$ cat config.mk
export PLATFORM = sky130hd
export DESIGN_NAME = alu_ctrl_decoder_flat
export DESIGN_NICKNAME = d
export VERILOG_FILES = /design/src/rtl/alu_ctrl_decoder_if.sv /design/src/rtl/alu_ctrl_decoder.sv /design/src/flat_wrapper.sv
export SDC_FILE = /design/constraint.sdc
export NUM_CORES = 1
export LEC_CHECK = 0
export BUFFER_PORTS_ARGS = -buffer_cell sky130_fd_sc_hd__buf_2
export CAP_MARGIN = 20
export CORE_ASPECT_RATIO = 0.9
export CORE_MARGIN = 1.5
export CORE_UTILIZATION = 44
export CTS_CLUSTER_SIZE = 12
export DETAILED_ROUTE_END_ITERATION = 6
export PLACE_DENSITY = 0.77
export SYNTH_ARGS = -nofsm -noshare
export SYNTH_HDL_FRONTEND = slang
export SYNTH_SLANG_ARGS = --single-unit
$ cat constraint.sdc
create_clock -name clk -period 0.8 [get_ports clk]
set_input_delay 0.08 -clock clk [delete_from_list [all_inputs] [get_ports clk]]
set_output_delay 0.08 -clock clk [all_outputs]
set_load 0.05 [all_outputs]
$ cat src/rtl/alu_ctrl_decoder_if.sv
// Handshake bundle between IF/ID and the ALU control decoder.
// master = upstream fetch/hazard side, slave = decoder.
interface alu_ctrl_decoder_if #(
  parameter int XLEN  = 32,
  parameter int SEL_W = 5
);
  logic             in_valid;
  logic [31:0]      instr;
  logic [XLEN-1:0]  pc;
  logic             stall;
  logic             flush;
  logic             out_valid;
  logic [SEL_W-1:0] alu_select;
  logic [1:0]       op1_sel;
  logic [1:0]       op2_sel;
  logic [XLEN-1:0]  imm;
  logic [4:0]       rs1_addr;
  logic [4:0]       rs2_addr;
  logic [4:0]       rd_addr;
  logic             reg_write;
  logic             mem_read;
  logic             mem_write;
  logic             branch;
  logic             jump;
  logic [2:0]       branch_type;
  logic             illegal;

  modport master (
    output in_valid, instr, pc, stall, flush,
    input  out_valid, alu_select, op1_sel, op2_sel, imm,
    input  rs1_addr, rs2_addr, rd_addr,
    input  reg_write, mem_read, mem_write, branch, jump,
    input  branch_type, illegal
  );

  modport slave (
    input  in_valid, instr, pc, stall, flush,
    output out_valid, alu_select, op1_sel, op2_sel, imm,
    output rs1_addr, rs2_addr, rd_addr,
    output reg_write, mem_read, mem_write, branch, jump,
    output branch_type, illegal
  );
endinterface

$ cat src/rtl/alu_ctrl_decoder.sv
// RV32IM decode stage: instruction -> ALU select, operands, immediates
// and pipeline controls, registered with flush > stall > load priority.
module alu_ctrl_decoder #(
  parameter int XLEN  = 32,
  parameter int SEL_W = 5
) (
  input logic               clk,
  input logic               resetn,
  alu_ctrl_decoder_if.slave bus
);

  typedef struct packed {
    logic             valid;
    logic [SEL_W-1:0] sel;
    logic [1:0]       op1;
    logic [1:0]       op2;
    logic [XLEN-1:0]  imm;
    logic [4:0]       rs1;
    logic [4:0]       rs2;
    logic [4:0]       rd;
    logic             rw;
    logic             mr;
    logic             mw;
    logic             br;
    logic             jp;
    logic [2:0]       bt;
    logic             ill;
  } ex_ctl_t;

  localparam logic [SEL_W-1:0] SEL_ADD  = 5'b00000;
  localparam logic [SEL_W-1:0] SEL_SLL  = 5'b00001;
  localparam logic [SEL_W-1:0] SEL_SLT  = 5'b00010;
  localparam logic [SEL_W-1:0] SEL_SLTU = 5'b00011;
  localparam logic [SEL_W-1:0] SEL_SRL  = 5'b00101;
  localparam logic [SEL_W-1:0] SEL_SUB  = 5'b10000;
  localparam logic [SEL_W-1:0] SEL_SRA  = 5'b10101;
  localparam logic [SEL_W-1:0] SEL_MUL  = 5'b11000;
  localparam logic [SEL_W-1:0] SEL_DIV  = 5'b11100;
  localparam logic [SEL_W-1:0] SEL_REM  = 5'b11101;

  localparam logic [6:0] OPC_OP     = 7'b0110011;
  localparam logic [6:0] OPC_OPIMM  = 7'b0010011;
  localparam logic [6:0] OPC_LOAD   = 7'b0000011;
  localparam logic [6:0] OPC_STORE  = 7'b0100011;
  localparam logic [6:0] OPC_LUI    = 7'b0110111;
  localparam logic [6:0] OPC_AUIPC  = 7'b0010111;
  localparam logic [6:0] OPC_JAL    = 7'b1101111;
  localparam logic [6:0] OPC_JALR   = 7'b1100111;
  localparam logic [6:0] OPC_BRANCH = 7'b1100011;

  localparam logic [6:0] F7_BASE   = 7'b0000000;
  localparam logic [6:0] F7_ALT    = 7'b0100000;
  localparam logic [6:0] F7_MULDIV = 7'b0000001;

  localparam logic [1:0] OP1_RS1  = 2'd0;
  localparam logic [1:0] OP1_PC   = 2'd1;
  localparam logic [1:0] OP1_ZERO = 2'd2;
  localparam logic [1:0] OP2_RS2  = 2'd0;
  localparam logic [1:0] OP2_IMM  = 2'd1;
  localparam logic [1:0] OP2_FOUR = 2'd2;

  function automatic logic [XLEN-1:0] sx(input logic [31:0] v);
    return XLEN'($signed(v));
  endfunction

  logic [31:0] instr;
  logic [6:0]  opc;
  logic [2:0]  f3;
  logic [6:0]  f7;

  assign instr = bus.instr;
  assign opc   = instr[6:0];
  assign f3    = instr[14:12];
  assign f7    = instr[31:25];

  logic [31:0] imm_i;
  logic [31:0] imm_s;
  logic [31:0] imm_b;
  logic [31:0] imm_u;
  logic [31:0] imm_j;

  assign imm_i = {{20{instr[31]}}, instr[31:20]};
  assign imm_s = {{20{instr[31]}}, instr[31:25], instr[11:7]};
  assign imm_b = {{19{instr[31]}}, instr[31], instr[7],
                  instr[30:25], instr[11:8], 1'b0};
  assign imm_u = {instr[31:12], 12'b0};
  assign imm_j = {{11{instr[31]}}, instr[31], instr[19:12],
                  instr[20], instr[30:21], 1'b0};

  logic is_op;
  logic is_opimm;
  logic is_load;
  logic is_store;
  logic is_lui;
  logic is_auipc;
  logic is_jal;
  logic is_jalr;
  logic is_branch;

  assign is_op     = (opc == OPC_OP);
  assign is_opimm  = (opc == OPC_OPIMM);
  assign is_load   = (opc == OPC_LOAD);
  assign is_store  = (opc == OPC_STORE);
  assign is_lui    = (opc == OPC_LUI);
  assign is_auipc  = (opc == OPC_AUIPC);
  assign is_jal    = (opc == OPC_JAL);
  assign is_jalr   = (opc == OPC_JALR);
  assign is_branch = (opc == OPC_BRANCH);

  ex_ctl_t d;
  ex_ctl_t q;
  logic    bad;

  always_comb begin
    d       = '0;
    bad     = 1'b0;
    d.valid = bus.in_valid;
    d.rs1   = instr[19:15];
    d.rs2   = instr[24:20];
    d.rd    = instr[11:7];
    unique case (1'b1)
      is_op: begin
        d.rw = 1'b1;
        unique case (f7)
          F7_BASE: d.sel = {2'b00, f3};
          F7_ALT: begin
            if (f3 == 3'b000)      d.sel = SEL_SUB;
            else if (f3 == 3'b101) d.sel = SEL_SRA;
            else                   bad   = 1'b1;
          end
          F7_MULDIV: begin
            unique case (f3)
              3'b000:  d.sel = SEL_MUL;
              3'b100:  d.sel = SEL_DIV;
              3'b110:  d.sel = SEL_REM;
              default: bad   = 1'b1;
            endcase
          end
          default: bad = 1'b1;
        endcase
      end
      is_opimm: begin
        d.rw  = 1'b1;
        d.op2 = OP2_IMM;
        d.imm = sx(imm_i);
        // shifts carry shamt in the low imm bits, funct7 picks the kind
        if (f3 == 3'b001) begin
          d.imm = XLEN'(instr[24:20]);
          if (f7 == F7_BASE) d.sel = SEL_SLL;
          else               bad   = 1'b1;
        end else if (f3 == 3'b101) begin
          d.imm = XLEN'(instr[24:20]);
          if (f7 == F7_BASE)     d.sel = SEL_SRL;
          else if (f7 == F7_ALT) d.sel = SEL_SRA;
          else                   bad   = 1'b1;
        end else begin
          d.sel = {2'b00, f3};
        end
      end
      is_load: begin
        d.sel = SEL_ADD;
        d.op2 = OP2_IMM;
        d.imm = sx(imm_i);
        d.mr  = 1'b1;
        d.rw  = 1'b1;
      end
      is_store: begin
        d.sel = SEL_ADD;
        d.op2 = OP2_IMM;
        d.imm = sx(imm_s);
        d.mw  = 1'b1;
        d.rd  = '0;
      end
      is_lui: begin
        d.op1 = OP1_ZERO;
        d.op2 = OP2_IMM;
        d.imm = sx(imm_u);
        d.rw  = 1'b1;
      end
      is_auipc: begin
        d.op1 = OP1_PC;
        d.op2 = OP2_IMM;
        d.imm = sx(imm_u);
        d.rw  = 1'b1;
      end
      is_jal: begin
        d.op1 = OP1_PC;
        d.op2 = OP2_FOUR;
        d.imm = sx(imm_j);
        d.jp  = 1'b1;
        d.rw  = 1'b1;
      end
      is_jalr: begin
        d.op1 = OP1_PC;
        d.op2 = OP2_FOUR;
        d.imm = sx(imm_i);
        d.jp  = 1'b1;
        d.rw  = 1'b1;
        bad   = (f3 != 3'b000);
      end
      is_branch: begin
        d.op1 = OP1_RS1;
        d.op2 = OP2_RS2;
        d.imm = sx(imm_b);
        d.br  = 1'b1;
        d.bt  = f3;
        d.rd  = '0;
        unique case (f3)
          3'b000, 3'b001: d.sel = SEL_SUB;
          3'b100, 3'b101: d.sel = SEL_SLT;
          3'b110, 3'b111: d.sel = SEL_SLTU;
          default:        bad   = 1'b1;
        endcase
      end
      default: bad = 1'b1;
    endcase
    // an illegal op still travels as valid so the trap logic can see it
    if (bad) begin
      d.sel = '0;
      d.rw  = 1'b0;
      d.mr  = 1'b0;
      d.mw  = 1'b0;
      d.br  = 1'b0;
      d.jp  = 1'b0;
      d.bt  = '0;
    end
    d.ill = bad;
    if (!bus.in_valid) begin
      d.rw  = 1'b0;
      d.mr  = 1'b0;
      d.mw  = 1'b0;
      d.br  = 1'b0;
      d.jp  = 1'b0;
      d.ill = 1'b0;
    end
  end

  always_ff @(posedge clk or negedge resetn) begin
    if (!resetn) begin
      q <= '0;
    end else if (bus.flush) begin
      q <= '0;
    end else if (!bus.stall) begin
      q <= d;
    end
  end

  assign bus.out_valid   = q.valid;
  assign bus.alu_select  = q.sel;
  assign bus.op1_sel     = q.op1;
  assign bus.op2_sel     = q.op2;
  assign bus.imm         = q.imm;
  assign bus.rs1_addr    = q.rs1;
  assign bus.rs2_addr    = q.rs2;
  assign bus.rd_addr     = q.rd;
  assign bus.reg_write   = q.rw;
  assign bus.mem_read    = q.mr;
  assign bus.mem_write   = q.mw;
  assign bus.branch      = q.br;
  assign bus.jump        = q.jp;
  assign bus.branch_type = q.bt;
  assign bus.illegal     = q.ill;

endmodule

$ cat src/flat_wrapper.sv
// flat-port wrapper written by rule: the top's interface ports become plain ports
module alu_ctrl_decoder_flat 
#(
  parameter int XLEN  = 32,
  parameter int SEL_W = 5
)
  (clk, resetn, bus_in_valid, bus_instr, bus_pc, bus_stall, bus_flush, bus_out_valid, bus_alu_select, bus_op1_sel, bus_op2_sel, bus_imm, bus_rs1_addr, bus_rs2_addr, bus_rd_addr, bus_reg_write, bus_mem_read, bus_mem_write, bus_branch, bus_jump, bus_branch_type, bus_illegal);
  alu_ctrl_decoder_if #(.XLEN(XLEN), .SEL_W(SEL_W)) bus_i ();
  input logic clk;
  input logic resetn;
  input wire logic [$bits(bus_i.in_valid)-1:0] bus_in_valid;
  input wire logic [$bits(bus_i.instr)-1:0] bus_instr;
  input wire logic [$bits(bus_i.pc)-1:0] bus_pc;
  input wire logic [$bits(bus_i.stall)-1:0] bus_stall;
  input wire logic [$bits(bus_i.flush)-1:0] bus_flush;
  output wire logic [$bits(bus_i.out_valid)-1:0] bus_out_valid;
  output wire logic [$bits(bus_i.alu_select)-1:0] bus_alu_select;
  output wire logic [$bits(bus_i.op1_sel)-1:0] bus_op1_sel;
  output wire logic [$bits(bus_i.op2_sel)-1:0] bus_op2_sel;
  output wire logic [$bits(bus_i.imm)-1:0] bus_imm;
  output wire logic [$bits(bus_i.rs1_addr)-1:0] bus_rs1_addr;
  output wire logic [$bits(bus_i.rs2_addr)-1:0] bus_rs2_addr;
  output wire logic [$bits(bus_i.rd_addr)-1:0] bus_rd_addr;
  output wire logic [$bits(bus_i.reg_write)-1:0] bus_reg_write;
  output wire logic [$bits(bus_i.mem_read)-1:0] bus_mem_read;
  output wire logic [$bits(bus_i.mem_write)-1:0] bus_mem_write;
  output wire logic [$bits(bus_i.branch)-1:0] bus_branch;
  output wire logic [$bits(bus_i.jump)-1:0] bus_jump;
  output wire logic [$bits(bus_i.branch_type)-1:0] bus_branch_type;
  output wire logic [$bits(bus_i.illegal)-1:0] bus_illegal;
  assign bus_i.in_valid = bus_in_valid;
  assign bus_i.instr = bus_instr;
  assign bus_i.pc = bus_pc;
  assign bus_i.stall = bus_stall;
  assign bus_i.flush = bus_flush;
  assign bus_out_valid = bus_i.out_valid;
  assign bus_alu_select = bus_i.alu_select;
  assign bus_op1_sel = bus_i.op1_sel;
  assign bus_op2_sel = bus_i.op2_sel;
  assign bus_imm = bus_i.imm;
  assign bus_rs1_addr = bus_i.rs1_addr;
  assign bus_rs2_addr = bus_i.rs2_addr;
  assign bus_rd_addr = bus_i.rd_addr;
  assign bus_reg_write = bus_i.reg_write;
  assign bus_mem_read = bus_i.mem_read;
  assign bus_mem_write = bus_i.mem_write;
  assign bus_branch = bus_i.branch;
  assign bus_jump = bus_i.jump;
  assign bus_branch_type = bus_i.branch_type;
  assign bus_illegal = bus_i.illegal;
  alu_ctrl_decoder #(.XLEN(XLEN), .SEL_W(SEL_W)) u_core (.clk(clk), .resetn(resetn), .bus(bus_i));
endmodule
==> results of run 1 <==
layer usage:
layer	wire [µm]	global-route usage, %	up-vias
met4	750	13.70	0
li1	-	-	1612
met5	0	0	-
met2	6847	51.54	320
met3	1305	8.423	84
met1	5228	38.97	1917
how the worst max path moves through the flow:
stage	startpoint	endpoint	slack, ns	cells past startpoint
after floorplan	bus_instr[3]	u_core.bus.branch_type[0]	-0.63	6
after global placement	bus_instr[26]	u_core.bus.branch_type[1]	-0.77	6
after detailed placement	bus_instr[26]	u_core.bus.branch_type[0]	-0.82	6
after CTS	bus_instr[26]	u_core.bus.alu_select[1]	-0.43	6
after global routing	bus_instr[30]	u_core.bus.alu_select[4]	-0.65	7
final	bus_instr[30]	u_core.bus.alu_select[4]	-0.51	7
area by class of cell:
cell class,instances,area share [%]
multi-input combinational,233,32.81
clock buffer,12,2.580
clock inverter,4,1.228
tap,93,1.935
sequential,66,27.74
inverter,3,0.1873
timing repair buffer,217,33.52
cell usage in the layout, fill, tap and decap left out, types with 3 or more instances in the layout:
cell / Yosys / final
buf_6: 5 / 87
buf_4: 3 / 86
dfrtp_1: 66 / 53
nand2_1: 42 / 30
buf_2: 4 / 27
nor2_1: 22 / 18
o21ai_2: 0 / 13
dfrtp_2: 0 / 13
a22oi_1: 12 / 12
a22o_1: 12 / 12
mux2i_1: 11 / 11
nand2_2: 0 / 11
clkbuf_8: 0 / 11
buf_8: 0 / 9
a2bb2oi_1: 9 / 8
nor3_4: 1 / 7
nor3_2: 3 / 7
nor2b_1: 10 / 7
o21ai_1: 0 / 6
o21ai_0: 26 / 6
or3_4: 2 / 5
nor3b_1: 5 / 5
a21oi_1: 9 / 4
dlygate4sd3_1: 0 / 4
buf_12: 0 / 4
nor2b_4: 0 / 3
a21oi_4: 0 / 3
nor2_4: 0 / 3
a21oi_2: 1 / 3
o41ai_4: 0 / 3
and3_1: 3 / 3
nand3_1: 6 / 3
a32o_1: 3 / 3
a31oi_1: 3 / 3
flip-flops by register name (all words and copies together) (netlist names):
signal and flops:
u_core.bus.mem_read 1, u_core.bus.out_valid 1, u_core.bus.mem_write 1, u_core.bus.branch 1, u_core.bus.op1_sel 2, u_core.bus.rs2_addr 5, u_core.bus.rs1_addr 5, u_core.bus.reg_write 1
u_core.bus.alu_select 5, u_core.bus.jump 1, u_core.bus.imm 32, u_core.bus.rd_addr 5, u_core.bus.illegal 1, u_core.bus.op2_sel 2, u_core.bus.branch_type 3
per-stage QoR:
| stage | cell area [µm²] | hold WS (ns) | power [mW] | setup TNS [ns] | util, % |
|---|---|---|---|---|---|
| after global placement | 4419 | 0.1190 | 4.685 | -36.75 | 61.51 |
| after detailed placement | 4419 | 0.1255 | 4.709 | -38.63 | 61.51 |
| after global routing | 6013 | 0.02369 | 8.676 | -34.79 | 83.70 |
| after floorplan | 3411 | -0.2156 | 4.163 | -24.74 | - |
| final | 6013 | 0.02909 | 8.495 | -31.91 | 83.70 |
| after CTS | 5573 | 0.002793 | 8.212 | -26.30 | 77.57 |
critical path, cell delays in order:
cell and delay [ns]:
buf_2 0.12, buf_4 0.15, nor3b_1 0.44, o21ai_0 0.20, a211oi_1 0.35, a221oi_1 0.10, o21ai_1 0.14
repair_timing:
item                                   CTS  global route
setup endpoints to repair              121           131
hold buffers                             4             0
endpoints found under the hold margin   69             0
cloned                                   2             0
gates resized for setup                212            61
pin swaps                               27            21
buffers inserted                        24            20
power by group through the flow:
stage	Sequential, mW	Combinational, mW	Clock (mW)
after floorplan	3.73	0.429	0
after global placement	3.50	1.18	0
after detailed placement	3.50	1.21	0
after CTS	3.45	1.45	3.30
after global routing	3.47	1.72	3.49
final	3.46	1.65	3.38
logic make-up after synthesis:
logic type | Yosys count | share of synthesized area [%]
compound gates | 98 | 21.42
mux | 11 | 3.325
buf+inv | 26 | 4.571
simple gates | 124 | 20.82
flops | 66 | 49.87
==> flow_summary.yaml, run 1 <==
status:
  status: "finished with violations"
  violations: "negative setup slack"
finish:
  drive_gt1_share_pct: 60.00
  diodes: 0
  n_fill_cell: 347
  seqCellArea_um2: 1668
  final_nets: 599
  syn_to_final_growth_pct: 81.56
  multi_input_area_um2: 1973
  final_cells: 628
min_path:
  min_to: "u_core.bus.rd_addr[0]"
  whs_path_depth: 2
  hold_start: "bus_instr[7]"
  hp-class: "input pin to register"
clock_tree:
  h-tree-depth: 3
  cts-root-buf: "clkbuf_8"
  clkTransAtPathRegs_ns: 0.08
  clock_latency_ns: 0.35
  cts_made_buffers: 9
  cts.sinks: 66
  cts_tree: "done"
  clockBufferDepth: 2
synth:
  synthTopCellsByArea: "dfrtp_1 50%, nand2_1 4.8%, o21ai_0 3.9%"
  synth_ff_type: "dfrtp_1"
  synth_top_cells_by_count: "66 x dfrtp_1, 42 x nand2_1, 26 x o21ai_0"
  synth_edf_count: 0
  synth-async-reset-ratio_pct: 100.0
  ys_types: 54
  synth_nets: 394
  netlist.area_leader.share_pct: 49.87
  avgSynthCellArea_um2: 10.19
  synth.most_common_cell: "dfrtp_1"
  synth-seq-area-share_pct: 49.87
  synth_cells: 325
  synth-warning-count: 0
  synth.cell_area_um2: 3312
  yosys.area.top_type: "dfrtp_1"
  synth-seq-cells: 66
die:
  dieArea_um2: 8057
  rows: 29
  chipHeight_um: 85.31
  dieWidth_um: 94.45
  start_util_pct: 46.10
  io_pins: 135
  core_area_um2: 7184
sta:
  report.final.slew_viol_count: 0
  worstMarginPinSlew_ns: 0.5135
  setup_viol: 124
  timing.final.ws_setup_ns: -0.5070
  rsz0062_at_grt: "yes"
  slew_headroom_pct: 65.69
  fin_worst_skew_ns: 0
  hold_violations: 0
  fin_crit_sh_pct: 163.4
  clock.fmax_mhz: 765.1
  finalCriticalPeriod_ns: 1.307
drt:
  routed_wl_mm: 14.13
  num_vias: 3933
  ant_nets: 0
  dr.pass1.iters: 5
  first_iter_violations: 524
  vias_per_cell: 6.263
  drc: 0
  detail_route.wl_per_cell_um: 22.50
placed_design:
  dp_slack_ns: -0.8204
  port_buffers: 102
  dp.cells: 566
  gp_congestion: 0.9335
  dp_hpwl_mm: 7.372
critical_path:
  worstPathArrival_ns: 1.59
  r2r_setup_slack_ns: -0.19
  reg2reg_depth: 4
  critPathCaptureType: "register"
  crit_required_ns: 1.08
  path_max_fanout: 5
  startpoint_type: "input pin"
  path_class: "input pin to register"
  reg2reg_from: "u_core.bus.illegal"
  rr_endpoint: "u_core.bus.illegal"
global_route:
  grt_max_degree: 67
  grt_pass1_wl_mm: 19.15
  grt_overflow: 0
  grt_pass1_vias: 3771
  grt_usage_pct: 31.44
  antenna_found_initial: 0
power:
  p_comb_share_pct: 19.5
  peakVddDrop_mv: 1.457
  power.leakage_nw: 2.862
  intPower_mw: 6.027
  p_sw_share_pct: 29.06
  power_density_nw_per_um2: 1413
  power_frac_seq_pct: 40.7
  power.share.clock_pct: 39.8
  p_switching_mw: 2.468
run:
  maxCapViolCount: 0
Note: power is estimated with default switching activity, not from simulation.
==> run 2, diff against run 1 <==
--- a/config.mk
+++ b/config.mk
@@ -6,13 +6,13 @@
 export NUM_CORES = 1
 export LEC_CHECK = 0
 export BUFFER_PORTS_ARGS = -buffer_cell sky130_fd_sc_hd__buf_2
-export CAP_MARGIN = 20
 export CORE_ASPECT_RATIO = 0.9
 export CORE_MARGIN = 1.5
 export CORE_UTILIZATION = 44
 export CTS_CLUSTER_SIZE = 12
 export DETAILED_ROUTE_END_ITERATION = 6
 export PLACE_DENSITY = 0.77
+export RECOVER_POWER = 50
 export SYNTH_ARGS = -nofsm -noshare
 export SYNTH_HDL_FRONTEND = slang
 export SYNTH_SLANG_ARGS = --single-unit
==> flow_summary.yaml, run 2 (same netlist as run 1, synthesis figures left out) <==
status:
  status: "finished with violations"
  violations: "negative setup slack"
min_path:
  whs_path_depth: 3
  hp-class: "input pin to register"
  min_to: "u_core.bus.rs1_addr[1]"
  hold_start: "bus_instr[16]"
finish:
  final_common_cell: "buf_6"
  final_cell_mix: "87 x buf_6, 86 x buf_4, 53 x dfrtp_1"
  largest_register_ffs: 32
  design_area_um2: 6007
  drive_gt1_share_pct: 59.81
  final_nets: 599
  diodes: 0
  n_fill_cell: 348
  syn_to_final_growth_pct: 81.38
sta:
  slew_headroom_pct: 64.89
  report.final.slew_viol_count: 0
  timing.final.ws_setup_ns: -0.4938
  rsz0062_at_grt: "yes"
  hold_ws_ns: 0.02793
  hold_violations: 0
  setup_viol: 124
  worstMarginPinSlew_ns: 0.5255
  fin_crit_sh_pct: 161.7
  fin_worst_skew_ns: 0
  finalCriticalPeriod_ns: 1.294
  clock.fmax_mhz: 772.9
clock_tree:
  clock_latency_ns: 0.35
  cts.sinks: 66
  clockBufferDepth: 2
  h-tree-depth: 3
  clkTransAtPathRegs_ns: 0.08
  cts-root-buf: "clkbuf_8"
  cts_made_buffers: 9
  cts_tree: "done"
critical_path:
  path_class: "input pin to register"
  cp_cell_sequence: "buf_2 -> buf_4 -> nor3b_1 -> o21ai_0 -> a211oi_1 -> a221oi_1 -> o21ai_1"
  slowest_delay_ns: 0.45
  reg2reg_depth: 4
  startpoint_type: "input pin"
  crit_slowest_cell: "nor3b_1"
  critPathCaptureType: "register"
  path_max_fanout: 5
  cp_top_family: "compound AO/OA/AOI/OAI gates"
  rr_endpoint: "u_core.bus.illegal"
  worstPathArrival_ns: 1.57
  cp.buffers_inverters: 2
  r2r_setup_slack_ns: -0.18
  reg2reg_from: "u_core.bus.illegal"
  crit_required_ns: 1.08
global_route:
  grt_overflow: 0
  grt_max_degree: 67
  grt_usage_pct: 31.44
  grt_pass1_vias: 3771
  antenna_found_initial: 0
  grt_pass1_wl_mm: 19.15
placed_design:
  dpl-instance-area_um2: 4419
  port_buffers: 102
  dp_hpwl_mm: 7.372
  dp_slack_ns: -0.8204
  gp_congestion: 0.9335
die:
  start_util_pct: 46.10
  core_area_um2: 7184
  rows: 29
  chipHeight_um: 85.31
  io_pins: 135
  dieWidth_um: 94.45
  dieArea_um2: 8057
drt:
  routed_wl_mm: 14.05
  ant_nets: 0
  drc: 0
  vias_per_cell: 6.229
  first_iter_violations: 502
  num_vias: 3912
  detail_route.wl_per_cell_um: 22.37
  dr.pass1.iters: 5
power:
  peakVddDrop_mv: 1.460
  power_density_nw_per_um2: 1414
  power.leakage_nw: 2.857
run:
  maxCapViolCount: 0
-- run 2: repair_timing --
action / CTS / global route
hold buffers: 4 / 0
endpoints found under the hold margin: 69 / 0
setup buffers: 24 / 20
pin swaps: 27 / 21
endpoints found under the setup margin: 121 / 131
cloned: 2 / 0
resized for setup: 212 / 61
-- run 2: metrics by stage --
| stage | power (mW) | util (%) | instances | setup TNS, ns |
|---|---|---|---|---|
| global route | 8.671 | 83.61 | 628 | -35.40 |
| global placement | 4.685 | 61.51 | 566 | -36.75 |
| finish | 8.495 | 83.61 | 628 | -31.78 |
| floorplan | 4.163 | - | 325 | -24.74 |
| detailed placement | 4.709 | 61.51 | 566 | -38.63 |
| CTS | 8.212 | 77.57 | 609 | -26.30 |
-- run 2: report_power, final --
part / switching (mW) / leakage (nW) / internal, mW
clock: 1.46 / 0.117 / 1.93
sequential: 0.0574 / 0.888 / 3.40
combinational: 0.958 / 1.85 / 0.688
total: 2.47 / 2.86 / 6.02
-- run 2: cell type report --
| type | instances | area [µm²] | area share, % |
|---|---|---|---|
| inverter | 3 | 11.26 | 0.1875 |
| sequential | 66 | 1668 | 27.77 |
| tap | 93 | 116.4 | 1.937 |
| multi-input combinational | 233 | 1973 | 32.85 |
| clock inverter | 4 | 73.82 | 1.229 |
| clock buffer | 12 | 155.1 | 2.583 |
| timing repair buffer | 217 | 2009 | 33.45 |
-- run 2: how the worst max path moves through the flow --
stage | slack (ns) | end | cells past startpoint | from
2_1_floorplan | -0.63 | u_core.bus.branch_type[0] | 6 | bus_instr[3]
6_report | -0.49 | u_core.bus.alu_select[4] | 7 | bus_instr[30]
3_5_place_dp | -0.82 | u_core.bus.branch_type[0] | 6 | bus_instr[26]
5_1_grt | -0.65 | u_core.bus.alu_select[4] | 7 | bus_instr[30]
4_1_cts | -0.43 | u_core.bus.alu_select[1] | 6 | bus_instr[26]
3_3_place_gp | -0.77 | u_core.bus.branch_type[1] | 6 | bus_instr[26]
-- run 2: tightest hold or removal path, stage by stage --
cell and delay, ns:
buf_2 0.11, mux2i_1 0.07, nor2_1 0.08
-- run 2: routing by layer --
layer,vias up,wire [µm],global-route usage (%)
met5,-,0,0
met4,0,767,13.70
met3,80,1296,8.423
met2,328,6749,51.54
met1,1894,5233,38.97
li1,1610,-,-
==> run 3, diff against run 2 <==
--- a/config.mk
+++ b/config.mk
@@ -11,8 +11,10 @@
 export CORE_UTILIZATION = 44
 export CTS_CLUSTER_SIZE = 12
 export DETAILED_ROUTE_END_ITERATION = 6
-export PLACE_DENSITY = 0.77
+export PLACE_DENSITY = 0.87
 export RECOVER_POWER = 50
+export SETUP_SLACK_MARGIN = 0.5
+export SKIP_CTS_REPAIR_TIMING = 1
 export SYNTH_ARGS = -nofsm -noshare
 export SYNTH_HDL_FRONTEND = slang
 export SYNTH_SLANG_ARGS = --single-unit
==> flow_summary.yaml, run 3 (same netlist as run 1, synthesis figures left out) <==
status:
  status: "finished with violations"
  violations: "negative hold slack, negative setup slack"
drt:
  dr.pass1.iters: 6
  ant_nets: 0
  routed_wl_mm: 15.58
  drc: 0
  first_iter_violations: 405
  vias_per_cell: 6.454
  detail_route.wl_per_cell_um: 25.34
  num_vias: 3969
die:
  start_util_pct: 46.10
  chipHeight_um: 85.31
  core_area_um2: 7184
  rows: 29
  dieWidth_um: 94.45
  io_pins: 135
  dieArea_um2: 8057
placed_design:
  dp_slack_ns: -0.7922
  dpl-instance-area_um2: 4473
  dp_hpwl_mm: 7.703
  gp_congestion: 0.9205
  port_buffers: 102
  dp.cells: 563
sta:
  fin_worst_skew_ns: 0
  finalCriticalPeriod_ns: 1.315
  report.final.slew_viol_count: 0
  fin_setup_tns_ns: -36.40
  hold_ws_ns: -0.3648
  worstMarginPinSlew_ns: 0.5634
  slew_headroom_pct: 62.19
  rsz0062_at_grt: "yes"
  setup_viol: 119
  timing.final.ws_setup_ns: -0.5155
  fin_crit_sh_pct: 164.4
  clock.fmax_mhz: 760.2
  hold_violations: 8
power:
  power.leakage_nw: 2.708
  finalPower_mw: 8.463
  peakVddDrop_mv: 1.677
  power_density_nw_per_um2: 1412
clock_tree:
  cts.sinks: 66
  cts-root-buf: "clkbuf_8"
  clkTransAtPathRegs_ns: 0.08
  cts_made_buffers: 9
  clockBufferDepth: 2
  clock_latency_ns: 0.35
  cts_tree: "done"
  h-tree-depth: 3
critical_path:
  path_class: "input pin to register"
  cp.buffers_inverters: 4
  path_max_fanout: 5
  worstPathArrival_ns: 1.57
  critPathCaptureType: "register"
  crit_required_ns: 1.05
  cp_top_family: "buffers and inverters"
  crit_slowest_cell: "nand4bb_4"
  cp_cell_sequence: "buf_8 -> nand4bb_4 -> buf_6 -> nor3_4 -> o41ai_4 -> buf_4 -> buf_6 -> o31ai_2"
  crit_path_frequent_cell: "buf_6"
  slowest_delay_ns: 0.31
  startpoint_type: "input pin"
finish:
  final_cell_mix: "95 x buf_6, 70 x buf_4, 64 x dfrtp_2"
  final_util_pct: 83.42
  n_fill_cell: 330
  design_area_um2: 5993
  final_nets: 586
  drive_gt1_share_pct: 69.16
  diodes: 0
  syn_to_final_growth_pct: 80.96
  final_common_cell: "buf_6"
  largest_register_ffs: 32
  final_cells: 615
global_route:
  grt_pass1_vias: 3270
  grt_max_degree: 33
  grt_pass1_wl_mm: 16.36
  antenna_found_initial: 0
  grt_overflow: 0
  grt_usage_pct: 26.40
run:
  maxCapViolCount: 0
min_path:
  hp-class: "input pin to async pin"
-- run 3: cell count changes in the layout (fill, tap and decap cells not counted), sizes merged --
cell         before  now
clkbuf           13   16
dlygate4sd3       4    0
buf             212  197
inv               2    3
or3               5    6
clkinv            3    2
clkinvlp          0    2
-- run 3: final cells by class --
type | count | area (µm²) | area share [%]
Sequential cell | 66 | 1732 | 28.89
Timing Repair Buffer | 203 | 1937 | 32.32
Multi-Input combinational cell | 234 | 1971 | 32.88
Tap cell | 93 | 116.4 | 1.942
Inverter | 3 | 11.26 | 0.1879
Clock inverter | 6 | 88.84 | 1.482
Clock buffer | 10 | 137.6 | 2.296
-- run 3: report_power, final --
part | leakage, nW | switching, mW | internal (mW) | total [mW]
clock network | 0.109 | 1.44 | 1.84 | 3.28
logic | 1.79 | 0.999 | 0.711 | 1.71
registers | 0.805 | 0.0600 | 3.41 | 3.47
total | 2.71 | 2.50 | 5.96 | 8.46
-- run 3: layer usage --
metal | GRT usage [%] | vias up | part of all wire (%)
met2 | 42.12 | 323 | 49
met3 | 6.541 | 119 | 10
met4 | 6.920 | 0 | 6.9
li1 | - | 1597 | -
met5 | 0 | - | 0
met1 | 36.05 | 1930 | 34
-- run 3: worst paths after layout --
path	startpoint	end	slack (ns)	cells past startpoint
worst max-delay path	bus_instr[3]	u_core.bus.imm[31]	-0.52	8
worst min-delay path	resetn	u_core.bus.imm[6]	-0.36	1
worst max register to register	u_core.bus.imm[27]	u_core.bus.imm[27]	-0.17	3
worst min register to register	u_core.bus.imm[13]	u_core.bus.imm[13]	0.50	2
max in group asynchronous	resetn	u_core.bus.rs2_addr[0]	0.24	2
min in group clk	bus_instr[9]	u_core.bus.rd_addr[2]	-0.04	2
-- run 3: worst register-to-register path: cells and delay by family (launching register included) --
kind	cells	cell delay, ns
AO/OA/AOI/OAI	1	0.21
buffers and inverters	1	0.14
AND/OR/NAND/NOR	1	0.08
flip-flops	1	0.43
